<file path="config.mk">
export PLATFORM = sky130hd
export DESIGN_NAME = mem_port_arbiter
export DESIGN_NICKNAME = d
export VERILOG_FILES = /design/src/rtl/mem_port_arbiter.sv
export SDC_FILE = /design/constraint.sdc
export NUM_CORES = 1
export LEC_CHECK = 0
export ABC_CLOCK_PERIOD_IN_PS = 2000
export BUFFER_PORTS_ARGS = -buffer_cell sky130_fd_sc_hd__buf_2
export CORE_AREA = 2 2 152 154
export DETAILED_ROUTE_END_ITERATION = 12
export DIE_AREA = 0 0 154 156
export HOLD_SLACK_MARGIN = 0.08
export PLACE_DENSITY_LB_ADDON = 0.3
export SKIP_LAST_GASP = 1
export SYNTH_ARGS = -nofsm -noshare
export SYNTH_HDL_FRONTEND = slang
export SYNTH_SLANG_ARGS = --single-unit
export TNS_END_PERCENT = 30
</file>
<file path="constraint.sdc">
create_clock -name clk -period 2 [get_ports clk]
set_input_delay 0.3 -clock clk [delete_from_list [all_inputs] [get_ports clk]]
set_output_delay 0.3 -clock clk [all_outputs]
set_load 0.02 [all_outputs]
</file>
<file path="src/rtl/mem_port_arbiter.sv">
// Two-requester arbiter for one single-port synchronous memory (fetch + load/store).
// Define ARB_ROUND_ROBIN_EN for alternating tie priority; otherwise D wins ties with a fetch starvation guard.
module mem_port_arbiter #(
    parameter int ADDR_W     = 14,
    parameter int DATA_W     = 64,
    parameter int RD_LAT     = 1,
    parameter int STARVE_MAX = 4
) (
    input  logic                  clk,
    input  logic                  reset,
    input  logic                  i_req,
    input  logic [ADDR_W-1:0]     i_addr,
    output logic                  i_gnt,
    output logic                  i_rvalid,
    output logic [DATA_W-1:0]     i_rdata,
    input  logic                  d_req,
    input  logic                  d_we,
    input  logic [ADDR_W-1:0]     d_addr,
    input  logic [DATA_W-1:0]     d_wdata,
    input  logic [DATA_W/8-1:0]   d_wstrb,
    output logic                  d_gnt,
    output logic                  d_rvalid,
    output logic [DATA_W-1:0]     d_rdata,
    output logic                  mem_en,
    output logic [DATA_W/8-1:0]   mem_we,
    output logic [ADDR_W-1:0]     mem_addr,
    output logic [DATA_W-1:0]     mem_wdata,
    input  logic [DATA_W-1:0]     mem_rdata,
    output logic                  stall_if,
    output logic                  stall_mem
);

    localparam int STRB_W = DATA_W / 8;

    localparam logic [0:0] IDLE    = 1'b0;
    localparam logic [0:0] RD_WAIT = 1'b1;

    localparam logic OWN_I = 1'b0;
    localparam logic OWN_D = 1'b1;

    localparam logic [2:0] LAT_INIT = 3'(RD_LAT - 1);

    logic [0:0]        state_reg, state_next;
    logic [2:0]        lat_cnt_reg, lat_cnt_next;
    logic              owner_reg, owner_next;
    logic              rv_pend_reg, rv_pend_next;
    logic [ADDR_W-1:0] mem_addr_reg;
    logic [DATA_W-1:0] mem_wdata_reg;

    logic grant_ok;
    logic i_pri;
    logic i_gnt_w;
    logic d_gnt_w;
    logic rd_gnt;
    logic wr_gnt;
    logic rvalid;

`ifdef ARB_ROUND_ROBIN_EN
    logic last_winner_reg, last_winner_next;

    // Fetch takes a tie only when data won the previous grant.
    assign i_pri = (last_winner_reg == OWN_D);

    always_comb begin
        last_winner_next = last_winner_reg;
        if (i_gnt_w) begin
            last_winner_next = OWN_I;
        end else if (d_gnt_w) begin
            last_winner_next = OWN_D;
        end
    end

    always_ff @(posedge clk) begin
        if (reset) begin
            last_winner_reg <= OWN_I;
        end else begin
            last_winner_reg <= last_winner_next;
        end
    end
`else
    localparam int SC_W = $clog2(STARVE_MAX + 1);
    localparam logic [SC_W-1:0] STARVE_LIM = SC_W'(STARVE_MAX);

    logic [SC_W-1:0] starve_cnt_reg, starve_cnt_next;

    assign i_pri = (starve_cnt_reg == STARVE_LIM);

    // Counts only cycles where fetch could have been served but lost.
    always_comb begin
        starve_cnt_next = starve_cnt_reg;
        if (i_gnt_w) begin
            starve_cnt_next = '0;
        end else if (grant_ok && i_req && (starve_cnt_reg < STARVE_LIM)) begin
            starve_cnt_next = starve_cnt_reg + 1'b1;
        end
    end

    always_ff @(posedge clk) begin
        if (reset) begin
            starve_cnt_reg <= '0;
        end else begin
            starve_cnt_reg <= starve_cnt_next;
        end
    end
`endif

    assign grant_ok = ~reset & (state_reg == IDLE);
    assign i_gnt_w  = grant_ok & i_req & (~d_req | i_pri);
    assign d_gnt_w  = grant_ok & d_req & ~i_gnt_w;
    assign rd_gnt   = i_gnt_w | (d_gnt_w & ~d_we);
    assign wr_gnt   = d_gnt_w & d_we;

    assign i_gnt  = i_gnt_w;
    assign d_gnt  = d_gnt_w;
    assign mem_en = i_gnt_w | d_gnt_w;

    genvar gi;
    generate
        for (gi = 0; gi < STRB_W; gi++) begin : g_lane_we
            assign mem_we[gi] = wr_gnt & d_wstrb[gi];
        end
    endgenerate

    // Address and write data hold their last granted values when idle.
    always_comb begin
        mem_addr  = mem_addr_reg;
        mem_wdata = mem_wdata_reg;
        if (reset) begin
            mem_addr  = '0;
            mem_wdata = '0;
        end else if (i_gnt_w) begin
            mem_addr  = i_addr;
        end else if (d_gnt_w) begin
            mem_addr  = d_addr;
            mem_wdata = d_wdata;
        end
    end

    assign rvalid   = rv_pend_reg & ~reset;
    assign i_rvalid = rvalid & (owner_reg == OWN_I);
    assign d_rvalid = rvalid & (owner_reg == OWN_D);
    assign i_rdata  = i_rvalid ? mem_rdata : '0;
    assign d_rdata  = d_rvalid ? mem_rdata : '0;

    assign stall_if  = ~reset & i_req & ~i_rvalid;
    assign stall_mem = ~reset & d_req & ~(d_gnt_w & d_we) & ~d_rvalid;

    // rv_pend_reg is set the cycle before rvalid, so the rvalid cycle is back in IDLE.
    always_comb begin
        state_next   = state_reg;
        lat_cnt_next = lat_cnt_reg;
        owner_next   = owner_reg;
        rv_pend_next = 1'b0;
        case (state_reg)
            IDLE: begin
                if (rd_gnt) begin
                    owner_next = i_gnt_w ? OWN_I : OWN_D;
                    if (RD_LAT <= 1) begin
                        rv_pend_next = 1'b1;
                    end else begin
                        state_next   = RD_WAIT;
                        lat_cnt_next = LAT_INIT;
                    end
                end
            end
            RD_WAIT: begin
                if (lat_cnt_reg <= 3'd1) begin
                    state_next   = IDLE;
                    lat_cnt_next = '0;
                    rv_pend_next = 1'b1;
                end else begin
                    lat_cnt_next = lat_cnt_reg - 3'd1;
                end
            end
            default: begin
                state_next   = IDLE;
                lat_cnt_next = '0;
            end
        endcase
    end

    always_ff @(posedge clk) begin
        if (reset) begin
            state_reg     <= IDLE;
            lat_cnt_reg   <= '0;
            owner_reg     <= OWN_I;
            rv_pend_reg   <= 1'b0;
            mem_addr_reg  <= '0;
            mem_wdata_reg <= '0;
        end else begin
            state_reg     <= state_next;
            lat_cnt_reg   <= lat_cnt_next;
            owner_reg     <= owner_next;
            rv_pend_reg   <= rv_pend_next;
            mem_addr_reg  <= mem_addr;
            mem_wdata_reg <= mem_wdata;
        end
    end

endmodule

</file>
After elaboration in Yosys (flattened, before gate mapping)
Index checks and enable logic that the tools add are counted.
{ "totals": {"out_inout_bits": 221, "inputBits": 169, "regBits": 87, "wordCells": 67} }
{ "classes": {"n_eq_ne": 1, "mux": 16, "n_lt_le_gt_ge": 2, "addsub": 2, "bitwise_logic": 35, "reduce_logical": 4} }
{ "op_table": {"columns": ["cell", "count"], "rows": [
  ["$mux 64", 5],
  ["$mux 14", 3],
  ["$and 1x1->1", 23],
  ["$not 1->1", 9],
  ["$mux 3", 2],
  ["$mux 1", 4],
  ["$pmux 1 s2", 2],
  ["$add 3x1->3 const B", 1],
  ["$eq 3x3->1 const B", 1],
  ["$le 3x1->1 const B", 1],
  ["$lt 3x3->1 const B", 1],
  ["$or 1x1->1", 3],
  ["$sub 3x1->3 const B", 1],
  ["$logic_and 1x1->1", 2],
  ["$reduce_and 2->1", 1],
  ["$reduce_or 2->1", 1]
]} }

Depth between registers and ports, before layout
{ "depth": {"ltp_word": 10, "ltp_mapped": 7, "depth_no_buf": 6} }

Least setup slack after synthesis
Ideal clock, no wire load.
{ "synth_timing": {"path_kind": "reg-to-output", "start": "register starve_cnt_reg[0]", "end": "output port stall_mem", "n_path_buf": 0, "required_time_ns": 1.700, "arrival_ns": 2.022, "slack_ns": -0.322, "stages_incl_launch_ff": 6, "path_cell_list": "dfxtp_1 > inv_1 > ha_1 > and3_1 > nor2_1 > a2111oi_0"} }
{ "synth_via": {"elab_chain_len": 9} }
{ "synth_rtl": {"columns": ["element", "line_no", "source"], "rows": [
  ["start: declaration", "84", "logic [SC_W-1:0] starve_cnt_reg, starve_cnt_next;"],
  ["start signal: assignment", "102", "starve_cnt_reg <= starve_cnt_next;"],
  ["$eq 3x3->1", "86", "assign i_pri = (starve_cnt_reg == STARVE_LIM);"],
  ["$or 1x1->1", "108", "assign i_gnt_w = grant_ok & i_req & (~d_req | i_pri);"],
  ["$and 1x1->1", "108", null],
  ["$not 1->1", "109", "assign d_gnt_w = grant_ok & d_req & ~i_gnt_w;"],
  ["$and 1x1->1", "109", null],
  ["via d_gnt", "21", "output logic d_gnt,"],
  ["$and 1x1->1", "146", "assign stall_mem = ~reset & d_req & ~(d_gnt_w & d_we) & ~d_rvalid;"],
  ["$not 1->1", "146", null],
  ["$and 1x1->1 (2 in series)", "146", null],
  ["end: declaration", "30", "output logic stall_mem"]
]} }
The timed path passes the listed nets, and every way through them passes these cells.

Worst setup path in the final report
{ "layout_timing": {"start": "register state_reg", "end": "output port mem_wdata[25]"} }
{ "layout_via": {"elab_chain_len": 9, "elab_cells_between_ends": 10, "cone_classes": "mux (3); bitwise (7)"} }
{ "layout_rtl": {"columns": ["element", "line_no", "source"], "rows": [
  ["start: declaration", "43", "logic [0:0] state_reg, state_next;"],
  ["start signal: assignment", "191", "state_reg <= state_next;"],
  ["$not 1->1 (no source line) (*)", null, null],
  ["$and 1x1->1 (*)", "107", "assign grant_ok = ~reset & (state_reg == IDLE);"],
  ["$and 1x1->1 (2 in series)", "108", null],
  ["$not 1->1", "109", null],
  ["$and 1x1->1", "109", null],
  ["$mux 64", "133", "end else if (d_gnt_w) begin"],
  ["$mux 64 (*)", "131", "end else if (i_gnt_w) begin"],
  ["$mux 64 (*)", "128", "if (reset) begin"],
  ["end: declaration", "27", "output logic [DATA_W-1:0] mem_wdata,"]
]} }
Every way passes the cells marked *; elsewhere a longest branch is shown, timed or not.

==> flow_metrics.tcl <==
set metrics [dict create \
    finalSetupViolCount 89 \
    violations "negative setup slack" \
    hold_end "mem_wdata_reg[32]" \
    final_cell_mix "buf_2 (322), and2_1 (128), a21oi_1 (98), buf_4 (87), dfxtp_1 (83)" \
    drc_errors 0 \
    nFillCells 2272 \
    drt_first_pass_iters 4 \
    worstReg2RegEnd "mem_addr_reg[6]" \
    start_util_pct 22.2 \
    core_um2 22400 \
    routabilityCongestion 0.847 \
    fp-row-count 55 \
    die_h_um 156 \
    clock_latency_ps 350 \
    grtUsageTotal_pct 18.9 \
    finalNetCount 1253 \
    holdCritStartpoint "d_wdata[32]" \
    cp.arrival_ps 1960 \
    via_count 6555 \
    slew_headroom_pct 42.6 \
    outcome "finished, violations left" \
    reg2regPathDepth 5 \
    port_buffers 389 \
    die-area_um2 24000 \
    tns_ps -17210 \
    boundaryPins 390 \
    grt_pass1_vias 6234 \
    rsz0062_at_grt "yes" \
    htree_levels 3 \
    synthCells 668 \
    hold_violations 0 \
    antenna_found_initial 6 \
    final_cell_area_um2 9400 \
    wire_per_inst_um 18.1 \
    routed_wl_um 24900 \
    finalCriticalPeriod_ps 2260 \
    drv_cap 0 \
    largest_reg_flops 64 \
    routed_via_density 4.77 \
    synth_nets 841 \
    yosysSeqAreaShare_pct 35.1 \
    drive_gt1_share_pct 57.0 \
    tightest_slew_ps 861 \
    startpoint_type "flop" \
    drt_iter0_drc 390 \
    grt_overflow_total 0 \
    synth_edf_count 0 \
    clockRootBuffer "clkbuf_16" \
    leakagePower_uw 0.00436 \
    die_x_um 154 \
    rrSetupSlack_ps 330 \
    worstPathMaxFanout 7 \
    required_ps 1700 \
    hpwl_um 17000 \
    numCtsBuffers 9 \
    grt_pass1_wl_um 35000 \
    yosys_register_bits 87 \
    critPathCaptureType "output port" \
    mappedNetlistArea_um2 4970 \
    synth-async-reset-ratio_pct 0 \
    critPathLaunch "state_reg" \
    synth_cell_types 33 \
    mostFrequentLayoutCell "buf_2" \
    antenna_left 0 \
    cts_buffer_depth 2 \
    period_share_pct 113 \
    clkSlewWorstSetupHoldPaths_ps 70 \
    fmax_mhz 442 \
    cts_tree "yes" \
    hold_path.class "in2reg" \
    skew_ps 9.97 \
    cts.sinks 87 \
    slew_violations 0 \
    p_per_area_nw_per_um2 528 \
    whs_path_depth 3 \
    fin_ws_ps -260 \
    area_growth_pct 89.3 \
    ir_drop_mv 0.332 \
    grt_max_degree 162 \
    ys.flop_type "dfxtp_1" \
    synth_warnings 0 \
    place_area_um2 7750 \
    regToRegStartpoint "state_reg" \
    worstSetupPathType "reg2out" \
    syn_area_per_cell_um2 7.43 \
]
## cells by family after synthesis
logic type	Yosys count	share of synthesized area, %
buffers and inverters	79	6.60
adder cells (fa/ha/maj)	4	1.01
AND/OR/NAND/NOR	266	30.0
flip-flops	87	35.1
multiplexers	1	0.202
AO/OA/AOI/OAI	230	26.9
XOR/XNOR	1	0.176
## critical path, cell delays in order (launching register included)
cell and delay, ps:
dfxtp_2 330, buf_6 120, nor3b_4 230, buf_6 170
buf_12 160, clkbuf_16 180, nand3_2 100, a21oi_2 180
buf_6 150
## synthesized netlist by cell type (8+ instances only)
library cell / n / share of area [%]
a21oi_1: 130 / 13
a311oi_1: 19 / 3.4
a311oi_2: 9 / 2.7
and2_1: 128 / 16
and3_1: 10 / 1.3
clkbuf_1: 59 / 4.5
dfxtp_1: 87 / 35
inv_1: 8 / 0.60
nand2_1: 32 / 2.4
nand3_1: 65 / 6.6
nor3_1: 18 / 1.8
o21ai_0: 65 / 6.6
## area by class of cell
class                   count  area (µm²)  area share [%]
multi-input cells         504        3670            39.0
repair buffers            470        3260            34.7
clock inverters             5        81.3           0.865
flip-flops and latches     87        1750            18.6
diodes                      3        7.51          0.0799
inverters                   8        32.5           0.346
clock buffers              11         243            2.58
well taps                 285         357            3.79
## timing repair
item | in CTS | in global routing
gates resized for setup | 174 | 128
gates cloned | 7 | 6
pin swaps | 17 | 46
buffers inserted | 5 | 17
hold buffers | 0 | 0
endpoints found under the setup margin | 93 | 122
## worst max-delay path by stage
stage                     to  slack [ps]  depth (start not counted)
4_1_cts          mem_addr[9]        -220                          7
2_1_floorplan      stall_mem         -80                          5
6_report       mem_wdata[25]        -260                          8
3_5_place_dp    mem_addr[12]         -70                          5
5_1_grt        mem_wdata[10]        -350                          8
3_3_place_gp    mem_wdata[7]         -50                          6
## stage by stage
stage | setup slack [ps] | utilization, % | instances | total power (µW) | hold WS [ps]
after floorplan | -75.4 | - | 668 | 2420 | 442
after global placement | -48.0 | 34.7 | 1325 | 2880 | 448
after detailed placement | -73.4 | 34.7 | 1325 | 2890 | 460
after CTS | -223 | 38.2 | 1348 | 4890 | 208
after global routing | -346 | 42.0 | 1373 | 5180 | 219
final | -260 | 42.0 | 1373 | 4960 | 216
## power by group
| group | switching [µW] | leakage [µW] | internal, µW |
|---|---|---|---|
| logic | 699 | 0.00349 | 563 |
| clock network | 728 | 0.000156 | 1130 |
| registers | 23.1 | 0.000713 | 1820 |
## per-layer routing
metal  GRT usage, %  vias to the layer above  part of all wire [%]  wire length [µm]
met5              0                        -                     0                 0
met4           10.1                        0                   4.0               998
met3           3.36                       53                   5.7              1420
met2           34.5                      244                    52             13000
met1           20.7                     3070                    38              9450
li1               -                     3188                     -                 -
Note: power is estimated with default switching activity, not from simulation.
